[config.mk]
export PLATFORM = sky130hd
export DESIGN_NAME = uart_dma_tx_arbiter
export DESIGN_NICKNAME = d
export VERILOG_FILES = /design/src/rtl/uart_dma_tx_arbiter_pkg.sv /design/src/rtl/uart_dma_tx_arbiter_rr_pick.sv /design/src/rtl/uart_dma_tx_arbiter.sv
export SDC_FILE = /design/constraint.sdc
export NUM_CORES = 1
export LEC_CHECK = 0
export BUFFER_PORTS_ARGS = -buffer_cell sky130_fd_sc_hd__clkbuf_2
export CAP_MARGIN = 20
export CORE_ASPECT_RATIO = 0.75
export CORE_MARGIN = 2
export CORE_UTILIZATION = 45
export DETAILED_ROUTE_END_ITERATION = 16
export PLACE_DENSITY_LB_ADDON = 0.12
export RECOVER_POWER = 25
export SYNTH_ARGS = -nofsm -noshare
export SYNTH_HDL_FRONTEND = slang
export SYNTH_SLANG_ARGS = --single-unit
[constraint.sdc]
create_clock -name i_clk -period 4.1 [get_ports i_clk]
set_clock_uncertainty 0.15 [all_clocks]
set_input_delay 1.025 -clock i_clk [delete_from_list [all_inputs] [get_ports i_clk]]
set_output_delay 1.025 -clock i_clk [all_outputs]
set_load 0.05 [all_outputs]
[src/rtl/uart_dma_tx_arbiter_pkg.sv]
// uart_arb_pkg: shared constants and state encoding for the UART DMA
// transmit arbiter.
//   SYNC_BYTE : first byte of every link frame
//   HDR_LEN   : number of header bytes (sync, channel id, length)
//   PAD_BYTE  : filler emitted when a requester ends its payload early
//   IDX_W     : width of a requester index (up to 8 requesters)
//   arb_state_e : frame sequencer states
package uart_arb_pkg;

    localparam logic [7:0]  SYNC_BYTE = 8'h55;
    localparam int unsigned HDR_LEN   = 3;
    localparam logic [7:0]  PAD_BYTE  = 8'h00;
    localparam int unsigned IDX_W     = 3;

    typedef enum logic [2:0] {
        IDLE,
        SYNC,
        CHID,
        LEN,
        PAYLOAD,
        PAD,
        DRAIN
    } arb_state_e;

    // Round-robin successor of a requester index, wrapping at n.
    function automatic logic [IDX_W-1:0] next_ptr(input logic [IDX_W-1:0] idx,
                                                  input int unsigned      n);
        return ((32'(idx) + 32'd1) >= n) ? '0 : idx + 3'd1;
    endfunction

    // Total bytes on the DMA port for a payload of len bytes (0 = no frame).
    function automatic int unsigned frame_bytes(input logic [7:0] len);
        return (len == 8'd0) ? 0 : 32'(len) + HDR_LEN;
    endfunction

endpackage

[src/rtl/uart_dma_tx_arbiter_rr_pick.sv]
// rr_pick: combinational round-robin selector.
//   i_req   : request vector, one bit per requester
//   i_ptr   : index to start searching from (owned by the parent)
//   o_grant : one-hot grant of the first requester at/after i_ptr (wrapping)
//   o_idx   : binary index of the granted requester
//   o_valid : at least one request is present
module rr_pick
    import uart_arb_pkg::*;
#(
    parameter int unsigned N_REQ = 4
) (
    input  logic [N_REQ-1:0] i_req,
    input  logic [IDX_W-1:0] i_ptr,
    output logic [N_REQ-1:0] o_grant,
    output logic [IDX_W-1:0] o_idx,
    output logic             o_valid
);

    logic found;

    // Offset i is tried in order; inner loop maps (ptr + i) mod N onto a
    // constant bit position so no variable-width bit select is needed.
    always_comb begin
        found   = 1'b0;
        o_grant = '0;
        o_idx   = '0;
        for (int unsigned i = 0; i < N_REQ; i++) begin
            for (int unsigned j = 0; j < N_REQ; j++) begin
                if (!found && (j == ((32'(i_ptr) + i) % N_REQ)) && i_req[j]) begin
                    found      = 1'b1;
                    o_grant[j] = 1'b1;
                    o_idx      = IDX_W'(j);
                end
            end
        end
        o_valid = found;
    end

endmodule

[src/rtl/uart_dma_tx_arbiter.sv]
// uart_dma_tx_arbiter: frame-level round-robin arbiter in front of the UART
// DMA send port. Each granted requester's payload is wrapped as
//   0x55, CH_BASE+k, len, payload[len]
// and whole frames are never interleaved.
// Ports:
//   i_clk, i_rst          : clock, synchronous active-high reset
//   i_req_tdata/tvalid/tlast/len : per-requester payload stream and length
//   o_req_tready          : per-requester payload accept
//   o_uart_DMA_tdata/tlast/tvalid, i_uart_DMA_tready : DMA send port
//   o_grant               : one-hot current frame owner
//   o_busy                : a frame is in progress
//   o_err, o_err_id       : length/tlast mismatch pulse and offending index
module uart_dma_tx_arbiter
    import uart_arb_pkg::*;
#(
    parameter int unsigned N_REQ   = 4,
    parameter logic [7:0]  CH_BASE = 8'h10
) (
    input  logic                 i_clk,
    input  logic                 i_rst,
    input  logic [8*N_REQ-1:0]   i_req_tdata,
    input  logic [N_REQ-1:0]     i_req_tvalid,
    input  logic [N_REQ-1:0]     i_req_tlast,
    input  logic [8*N_REQ-1:0]   i_req_len,
    output logic [N_REQ-1:0]     o_req_tready,
    output logic [7:0]           o_uart_DMA_tdata,
    output logic                 o_uart_DMA_tlast,
    output logic                 o_uart_DMA_tvalid,
    input  logic                 i_uart_DMA_tready,
    output logic [N_REQ-1:0]     o_grant,
    output logic                 o_busy,
    output logic                 o_err,
    output logic [2:0]           o_err_id
);

    arb_state_e       state_q, state_d;
    logic [IDX_W-1:0] idx_q, idx_d;
    logic [IDX_W-1:0] ptr_q, ptr_d;
    logic [7:0]       cnt_q, cnt_d;
    logic [N_REQ-1:0] grant_q, grant_d;
    logic             drain_pend_q, drain_pend_d;
    logic             err_q, err_d;
    logic [2:0]       err_id_q, err_id_d;
    logic [7:0]       tdata_q, tdata_d;
    logic             tlast_q, tlast_d;
    logic             tvalid_q, tvalid_d;

    logic [N_REQ-1:0] pick_grant;
    logic [IDX_W-1:0] pick_idx;
    logic             pick_valid;
    logic [7:0]       pick_len;

    logic [7:0]       cur_data;
    logic             cur_valid;
    logic             cur_last;
    logic [7:0]       chan_id;

    logic             slot_free;
    logic             xfer;
    logic             own_ready;
    logic             accept;
    logic             release_frame;

    rr_pick #(
        .N_REQ(N_REQ)
    ) u_pick (
        .i_req  (i_req_tvalid),
        .i_ptr  (ptr_q),
        .o_grant(pick_grant),
        .o_idx  (pick_idx),
        .o_valid(pick_valid)
    );

    assign xfer      = tvalid_q && i_uart_DMA_tready;
    assign slot_free = !tvalid_q || i_uart_DMA_tready;
    assign accept    = own_ready && cur_valid;
    assign chan_id   = CH_BASE + {5'd0, idx_q};

    // Per-requester mux: stream of the current owner, length of the candidate.
    always_comb begin
        cur_data  = '0;
        cur_valid = 1'b0;
        cur_last  = 1'b0;
        pick_len  = '0;
        for (int unsigned k = 0; k < N_REQ; k++) begin
            if (IDX_W'(k) == idx_q) begin
                cur_data  = i_req_tdata[8*k +: 8];
                cur_valid = i_req_tvalid[k];
                cur_last  = i_req_tlast[k];
            end
            if (IDX_W'(k) == pick_idx) begin
                pick_len = i_req_len[8*k +: 8];
            end
        end
    end

    // State register.
    always_ff @(posedge i_clk) begin
        if (i_rst) begin
            state_q      <= IDLE;
            idx_q        <= '0;
            ptr_q        <= '0;
            cnt_q        <= '0;
            grant_q      <= '0;
            drain_pend_q <= 1'b0;
            err_q        <= 1'b0;
            err_id_q     <= '0;
            tdata_q      <= '0;
            tlast_q      <= 1'b0;
            tvalid_q     <= 1'b0;
        end else begin
            state_q      <= state_d;
            idx_q        <= idx_d;
            ptr_q        <= ptr_d;
            cnt_q        <= cnt_d;
            grant_q      <= grant_d;
            drain_pend_q <= drain_pend_d;
            err_q        <= err_d;
            err_id_q     <= err_id_d;
            tdata_q      <= tdata_d;
            tlast_q      <= tlast_d;
            tvalid_q     <= tvalid_d;
        end
    end

    // Next-state and datapath. LEN marks "header sent, no payload loaded
    // yet"; payload is already accepted there so the first payload byte
    // loads while the length byte leaves, avoiding a bubble.
    always_comb begin
        state_d       = state_q;
        idx_d         = idx_q;
        ptr_d         = ptr_q;
        cnt_d         = cnt_q;
        grant_d       = grant_q;
        drain_pend_d  = drain_pend_q;
        err_d         = 1'b0;
        err_id_d      = err_id_q;
        tdata_d       = tdata_q;
        tlast_d       = tlast_q;
        tvalid_d      = tvalid_q;
        release_frame = 1'b0;

        if (xfer) begin
            tvalid_d = 1'b0;
            tlast_d  = 1'b0;
        end

        case (state_q)
            IDLE: begin
                if (pick_valid) begin
                    idx_d   = pick_idx;
                    grant_d = pick_grant;
                    cnt_d   = pick_len;
                    if (pick_len == 8'd0) begin
                        state_d  = DRAIN;
                        err_d    = 1'b1;
                        err_id_d = pick_idx;
                    end else begin
                        tdata_d  = SYNC_BYTE;
                        tlast_d  = 1'b0;
                        tvalid_d = 1'b1;
                        state_d  = SYNC;
                    end
                end
            end
            SYNC: begin
                if (xfer) begin
                    tdata_d  = chan_id;
                    tvalid_d = 1'b1;
                    state_d  = CHID;
                end
            end
            CHID: begin
                if (xfer) begin
                    tdata_d  = cnt_q;
                    tvalid_d = 1'b1;
                    state_d  = LEN;
                end
            end
            LEN, PAYLOAD: begin
                if (cnt_q != 8'd0) begin
                    if (accept) begin
                        tdata_d  = cur_data;
                        tvalid_d = 1'b1;
                        tlast_d  = (cnt_q == 8'd1);
                        cnt_d    = cnt_q - 8'd1;
                        state_d  = PAYLOAD;
                        if ((cnt_q == 8'd1) && !cur_last) begin
                            // Late tlast: close the frame, then discard the rest.
                            err_d        = 1'b1;
                            err_id_d     = idx_q;
                            drain_pend_d = 1'b1;
                        end else if ((cnt_q != 8'd1) && cur_last) begin
                            // Early tlast: pad out to the advertised length.
                            err_d    = 1'b1;
                            err_id_d = idx_q;
                            state_d  = PAD;
                        end
                    end
                end else if (xfer) begin
                    if (drain_pend_q) begin
                        drain_pend_d = 1'b0;
                        state_d      = DRAIN;
                    end else begin
                        release_frame = 1'b1;
                    end
                end
            end
            PAD: begin
                if (cnt_q != 8'd0) begin
                    if (slot_free) begin
                        tdata_d  = PAD_BYTE;
                        tvalid_d = 1'b1;
                        tlast_d  = (cnt_q == 8'd1);
                        cnt_d    = cnt_q - 8'd1;
                    end
                end else if (xfer) begin
                    release_frame = 1'b1;
                end
            end
            DRAIN: begin
                if (accept && cur_last) begin
                    release_frame = 1'b1;
                end
            end
            default: begin
                state_d = IDLE;
            end
        endcase

        if (release_frame) begin
            state_d = IDLE;
            grant_d = '0;
            ptr_d   = next_ptr(idx_q, N_REQ);
        end
    end

    // Outputs.
    always_comb begin
        own_ready = 1'b0;
        case (state_q)
            LEN, PAYLOAD: own_ready = slot_free && (cnt_q != 8'd0);
            DRAIN:        own_ready = 1'b1;
            default:      own_ready = 1'b0;
        endcase

        o_req_tready = '0;
        for (int unsigned k = 0; k < N_REQ; k++) begin
            o_req_tready[k] = own_ready && (IDX_W'(k) == idx_q);
        end

        o_uart_DMA_tdata  = tdata_q;
        o_uart_DMA_tlast  = tlast_q;
        o_uart_DMA_tvalid = tvalid_q;
        o_grant           = grant_q;
        o_busy            = (state_q != IDLE);
        o_err             = err_q;
        o_err_id          = err_id_q;
    end

endmodule

Word level (Yosys, flattened, before mapping)
Cells that the tools add are included.

storage, ports and cells
  input port bits = 75
  flip-flop bits (word level) = 34
  word-level logic and storage cells = 276
  output and inout port bits = 23

operators by class
  reduce and logical (&&, ||, !) cells = 83
  equality and inequality tests = 41
  bitwise logic cells = 1
  $add $sub $neg = 7
  $lt $le $gt $ge = 1
  mux-type cells = 132

operators with widths
  operator               number
  $mux W8                21
  $logic_not A32 Y1      4
  $mux W1                73
  $mux W3                14
  $logic_and A1 B1 Y1    41
  $pmux W8 S5            1
  $mux W2                15
  $eq A2 B2 Y1 const A   12
  $pmux W8 S3            1
  $ne A2 B2 Y1 const B   11
  $logic_not A1 Y1       17
  $pmux W3 S5            1
  $eq A1 B2 Y1 const A   6
  $ne A3 B3 Y1 const B   4
  $reduce_and A6 Y1      2
  $eq A3 B3 Y1 const B   3
  $logic_not A3 Y1       3
  $reduce_and A9 Y1      1
  $eq A8 B1 Y1 const B   1
  $logic_not A8 Y1       1
  $ne A8 B1 Y1 const B   1
  $reduce_bool A8 Y1     1
  $reduce_or A2 Y1       4
  $sub A8 B1 Y8 const B  1
  19 further kinds       26

Logic depth before layout (Yosys ltp)
  depth after elaboration = 72
  mapped depth = 13

By module
A second synthesis with hierarchy kept.

unflattened totals
  cells, all modules = 459
  area, all modules = 3331.9 sq um

modules (own cells, without submodules)
  module               times used  cells an instance  sequential area each (sq um)  area an instance (sq um)
  uart_dma_tx_arbiter  1           423                720.7                         3101.7
  rr_pick              1           36                 0.0                           230.2

Least setup slack after synthesis
Ideal clock, no wire load.

  kind = input-to-reg
  start = input i_req_tvalid[0]
  end = register err_id_q[0], in the netlist o_err_id[0]
  arrival time = 3.339 ns
  path buffers = 2
  stages on the path = 10
  setup time = 0.121 ns
  required time = 3.829 ns
  setup slack = 0.490 ns
  path through = buf_6 -> nor2b_4 -> or4_4 -> and2_4 -> buf_6 -> a221o_1 -> a221oi_4 -> nand3_2 -> o22a_1 -> mux2_4

between the ends
  cells in the longest elaborated chain, start to end = 70
  elaborated cells on any way between the ends = 98

ends and longest elaborated chain
  what                               RTL line                           text
  start, declared                    uart_dma_tx_arbiter.sv:22          input logic [N_REQ-1:0] i_req_tvalid,
  $logic_and A1 B1 Y1                uart_dma_tx_arbiter_rr_pick.sv:29  if (!found && (j == ((32'(i_ptr) + i) % N_REQ)) && i_req[j]) begin
  $mux W1                            uart_dma_tx_arbiter_rr_pick.sv:29
  $logic_not A1 Y1                   uart_dma_tx_arbiter_rr_pick.sv:29
  $logic_and A1 B1 Y1 (2 in series)  uart_dma_tx_arbiter_rr_pick.sv:29
  $mux W1                            uart_dma_tx_arbiter_rr_pick.sv:29
  $logic_not A1 Y1                   uart_dma_tx_arbiter_rr_pick.sv:29
  $logic_and A1 B1 Y1 (2 in series)  uart_dma_tx_arbiter_rr_pick.sv:29
  $mux W1                            uart_dma_tx_arbiter_rr_pick.sv:29
  [48 not listed]                    --
  $logic_not A1 Y1                   uart_dma_tx_arbiter_rr_pick.sv:29
  $logic_and A1 B1 Y1 (2 in series)  uart_dma_tx_arbiter_rr_pick.sv:29
  $mux W2                            uart_dma_tx_arbiter_rr_pick.sv:29
  $logic_not A3 Y1                   uart_dma_tx_arbiter.sv:91          if (IDX_W'(k) == pick_idx) begin
  $mux W8 (4 in series)              uart_dma_tx_arbiter.sv:91
  $logic_not A8 Y1                   uart_dma_tx_arbiter.sv:154         if (pick_len == 8'd0) begin
  $ne A2 B2 Y1 (no line)             --
  $reduce_and A6 Y1 (no line)        --
  end signal, assigned               uart_dma_tx_arbiter.sv:119         err_id_q <= err_id_d;
  end, declared                      uart_dma_tx_arbiter.sv:43          logic [2:0] err_id_q, err_id_d;

Parallel ways exist; a longest one is shown, timed or not. The select of a mux whose other input is x is not followed.
A chain may end at the register's enable or synchronous reset.

Worst setup path in the final report
  start = register cnt_q[4]
  end = output o_req_tready[2]

between the ends
  cells in the longest elaborated chain, start to end = 4

ends and longest elaborated chain
  what                    RTL line                    text
  start, declared         uart_dma_tx_arbiter.sv:39   logic [7:0] cnt_q, cnt_d;
  start signal, assigned  uart_dma_tx_arbiter.sv:115  cnt_q <= cnt_d;
  $reduce_bool A8 Y1      uart_dma_tx_arbiter.sv:242  LEN, PAYLOAD: own_ready = slot_free && (cnt_q != 8'd0);
  $logic_and A1 B1 Y1     uart_dma_tx_arbiter.sv:242
  $pmux W1 S2             uart_dma_tx_arbiter.sv:241  case (state_q)
  $logic_and A1 B1 Y1     uart_dma_tx_arbiter.sv:249  o_req_tready[k] = own_ready && (IDX_W'(k) == idx_q);
  end, declared           uart_dma_tx_arbiter.sv:25   output logic [N_REQ-1:0] o_req_tready,

Every way passes these cells.

==> impl_metrics.yaml <==
pwr:
  leakage_nw: 1.55
  pwr-share-comb: 0.621
  switching_share: 0.536
  power_switching_w: 0.00123
  peakVddDrop_mv: 0.259
  p_clk_frac: 0.144
  seqPwrFrac: 0.235
  power_density_nw_per_um2: 625
  p_int_w: 0.00106
worst_setup_path:
  crit_slowest_cell: "nor3_1"
  path_class: "register to output pin"
  worstSetupStartpoint: "cnt_q[4]$_SDFFE_PP0P_"
  end_kind: "output pin"
  timing.rr.start: "idx_q[1]$_SDFFE_PP0P_"
  cp.required_ns: 2.92
  cp_cell_sequence: "nor3_1, nand3_1, nand2_1, o32a_1, nor2_1, clkbuf_2"
  max_stage_delay_ns: 0.51
  reg2reg_depth: 8
  start_kind: "register"
  critPathMaxFanout: 9
  r2r_slack_ns: 0.54
  r2r_end: "o_uart_DMA_tdata[6]$_SDFFE_PP0P_"
  endpoint: "o_req_tready[2]"
  critical_path_arrival_ns: 2.60
global_routing:
  grt_pass1_wl_um: 16500
  grt_pass1_vias: 3368
  antenna_found_initial: 0
  grt_max_degree: 33
  grt_overflow_total: 0
  grtUsageTotal: 0.276
synth:
  synth-edff-count: 0
  synth_common_cells: "61 x nor2_1, 58 x a21oi_1, 50 x nand2_1"
  syn-mean-instance-area_um2: 6.82
  synth_area_leaders: "dfxtp_1 22%, a21oi_1 9.5%, nor2_1 7.5%"
  synth_most_common_cell: "nor2_1"
  synth_seq_cells: 33
  synth_cell_type_count: 67
  synth.top_cell.area_share: 0.217
  synth_top_family_by_area: "compound AO/OA/AOI/OAI gates"
  async_reset_ff_frac: 0
  postSynthCellCount: 447
  synthSimpleGateAreaFrac: 0.292
  yosysTopAreaCell: "dfxtp_1"
  yosysWarnings: 0
  synth_xor_area_frac: 0
  synthesis.area_um2: 3050
  synth_nets: 531
  synthMuxAreaShare: 0.0197
  synthFlopType: "dfxtp_1"
  synth_compound_area_frac: 0.365
  synth_fa_ha_area_frac: 0.0369
  yosysSeqAreaShare: 0.217
route:
  wire_per_inst_um: 16.5
  initialDrtViolationCount: 313
  viasPerCell: 6.10
  dr.pass1.iters: 5
  drc: 0
  drtAntennaViolNets: 0
  vias: 3720
  wirelength_um: 10100
timing:
  fin_crit_sh: 0.920
  setup_tns_ns: 0
  final.min_clock_period_ns: 3.77
  hold_viol_final: 0
  timing_max_transition_violations_final: 0
  rsz0062_at_grt: "false"
  tightestPinTransition_ns: 0.866
  slew_headroom: 0.423
  setup_viol: 0
  fmaxAchievable_mhz: 265
  worst_slack_ns: 0.326
final_layout:
  post-route-util: 0.570
  num_antenna_cells: 0
  area_growth_pct: 19.9
  drive_gt1_frac: 0.219
  nets: 612
  fill_cells: 627
floorplanning:
  die_y_um: 75.3
  die_area_um2: 7460
  floorplan.core_area_um2: 6410
  start_util: 0.476
  io_pins: 98
  rows: 25
  fp.dieW_um: 99.1
cts:
  clock_sinks: 33
  cts-buffers-inserted: 5
  cts_buffer_depth: 2
  cts_hold_buf: 0
  post_cts_resized: 0
  clk_latency_ns: 0.29
  post_cts_buffers: 0
  clk_pin_slew_ns: 0.08
  root_buffer: "clkbuf_8"
  cts_tree: "yes"
  htree_levels: 2
outcome:
  status: "finished clean"
placement:
  place.gp.congestion: 1.01
  hpwl_um: 7850
  place_ws_ns: 0.284
  numPortBuffers: 96
job:
  drv_cap: 0
hold_path:
  hold_path.class: "register to register"
-- worst min-delay path by stage --
stage	start	to	slack [ns]	depth (start not counted)
3_3_place_gp	o_grant[0]$_SDFFE_PP0P_	o_grant[0]$_SDFFE_PP0P_	0.29	2
5_1_grt	o_grant[0]$_SDFFE_PP0P_	o_grant[0]$_SDFFE_PP0P_	0.34	2
2_1_floorplan	cnt_q[6]$_SDFFE_PP0P_	cnt_q[6]$_SDFFE_PP0P_	0.31	2
4_1_cts	o_grant[1]$_SDFFE_PP0P_	o_grant[1]$_SDFFE_PP0P_	0.32	2
3_5_place_dp	o_grant[1]$_SDFFE_PP0P_	o_grant[1]$_SDFFE_PP0P_	0.31	2
6_report	o_grant[1]$_SDFFE_PP0P_	o_grant[1]$_SDFFE_PP0P_	0.32	2
-- state kept, by name, summed over array words and instances (netlist names) --
register,cells
o_err,1
state_q,3
o_uart_DMA_tvalid,1
drain_pend_q,1
o_grant,4
idx_q,2
o_err_id,2
cnt_q,8
ptr_q,2
o_uart_DMA_tdata,8
o_uart_DMA_tlast,1
-- power groups by stage --
stage                     Combinational [W]  Sequential, W  Clock [W]
after CTS                           0.00140       0.000533   0.000333
final                               0.00142       0.000537   0.000329
after global routing                0.00157       0.000555   0.000346
after floorplan                    0.000919       0.000651          0
after detailed placement            0.00140       0.000540          0
after global placement              0.00138       0.000536          0
-- critical path, delay by kind of cell, from the launching register on --
kind                   cells  cell delay [ns]
buffers and inverters      1             0.25
DFF                        1             0.38
AOI/OAI and AO/OA          1             0.41
and+or+nand+nor            4             1.27
-- logic make-up (layout without fill, tap and decap cells) --
group,Yosys count,count (layout)
muxes,5,5
adders and majority gates,9,9
buffers and inverters,47,129
other,1,1
AOI/OAI and AO/OA,165,165
DFF,33,33
and+or+nand+nor,187,187
-- cell usage in the layout, fill, tap and decap left out, types with 4 or more instances in the layout --
| cell | instances |
|---|---|
| a211oi_1 | 9 |
| a311oi_1 | 7 |
| a21oi_1 | 58 |
| buf_4 | 10 |
| o22ai_1 | 6 |
| nand3_1 | 9 |
| ha_1 | 9 |
| and3_1 | 6 |
| nor3_1 | 19 |
| o31ai_1 | 4 |
| a22oi_1 | 9 |
| nand3b_1 | 5 |
| dfxtp_1 | 33 |
| nor2b_1 | 11 |
| o21a_1 | 6 |
| nand2b_1 | 7 |
| inv_1 | 12 |
| or3_1 | 5 |
| nor2_1 | 61 |
| o21ai_0 | 23 |
| clkbuf_2 | 83 |
| clkbuf_8 | 6 |
| nand2_1 | 50 |
| clkbuf_1 | 13 |
-- through the flow --
stage	hold slack [ns]	power [W]	area, um2	cells
6_report	0.320	0.00229	3660	610
3_3_place_gp	0.293	0.00192	3550	602
5_1_grt	0.341	0.00248	3660	610
4_1_cts	0.316	0.00227	3670	610
3_5_place_dp	0.306	0.00194	3550	602
2_1_floorplan	0.313	0.00157	3050	447
-- layout make-up --
| class | count | area, um2 | area share |
|---|---|---|---|
| clock buffer | 6 | 82.6 | 0.0226 |
| clock inverter | 2 | 37.5 | 0.0103 |
| inverter | 15 | 56.3 | 0.0154 |
| multi-input combinational | 367 | 2180 | 0.596 |
| sequential | 33 | 661 | 0.181 |
| tap | 81 | 101 | 0.0277 |
| timing repair buffer | 106 | 539 | 0.147 |
-- layer usage --
metal	part of all wire	up-vias	global-route usage	routed length [um]
li1	-	1806	-	-
met4	0.012	0	0.0594	121
met2	0.41	219	0.417	4110
met5	0	-	0	0
met3	0.12	17	0.0752	1210
met1	0.46	1678	0.398	4620
(Power assumes the default switching activity.)
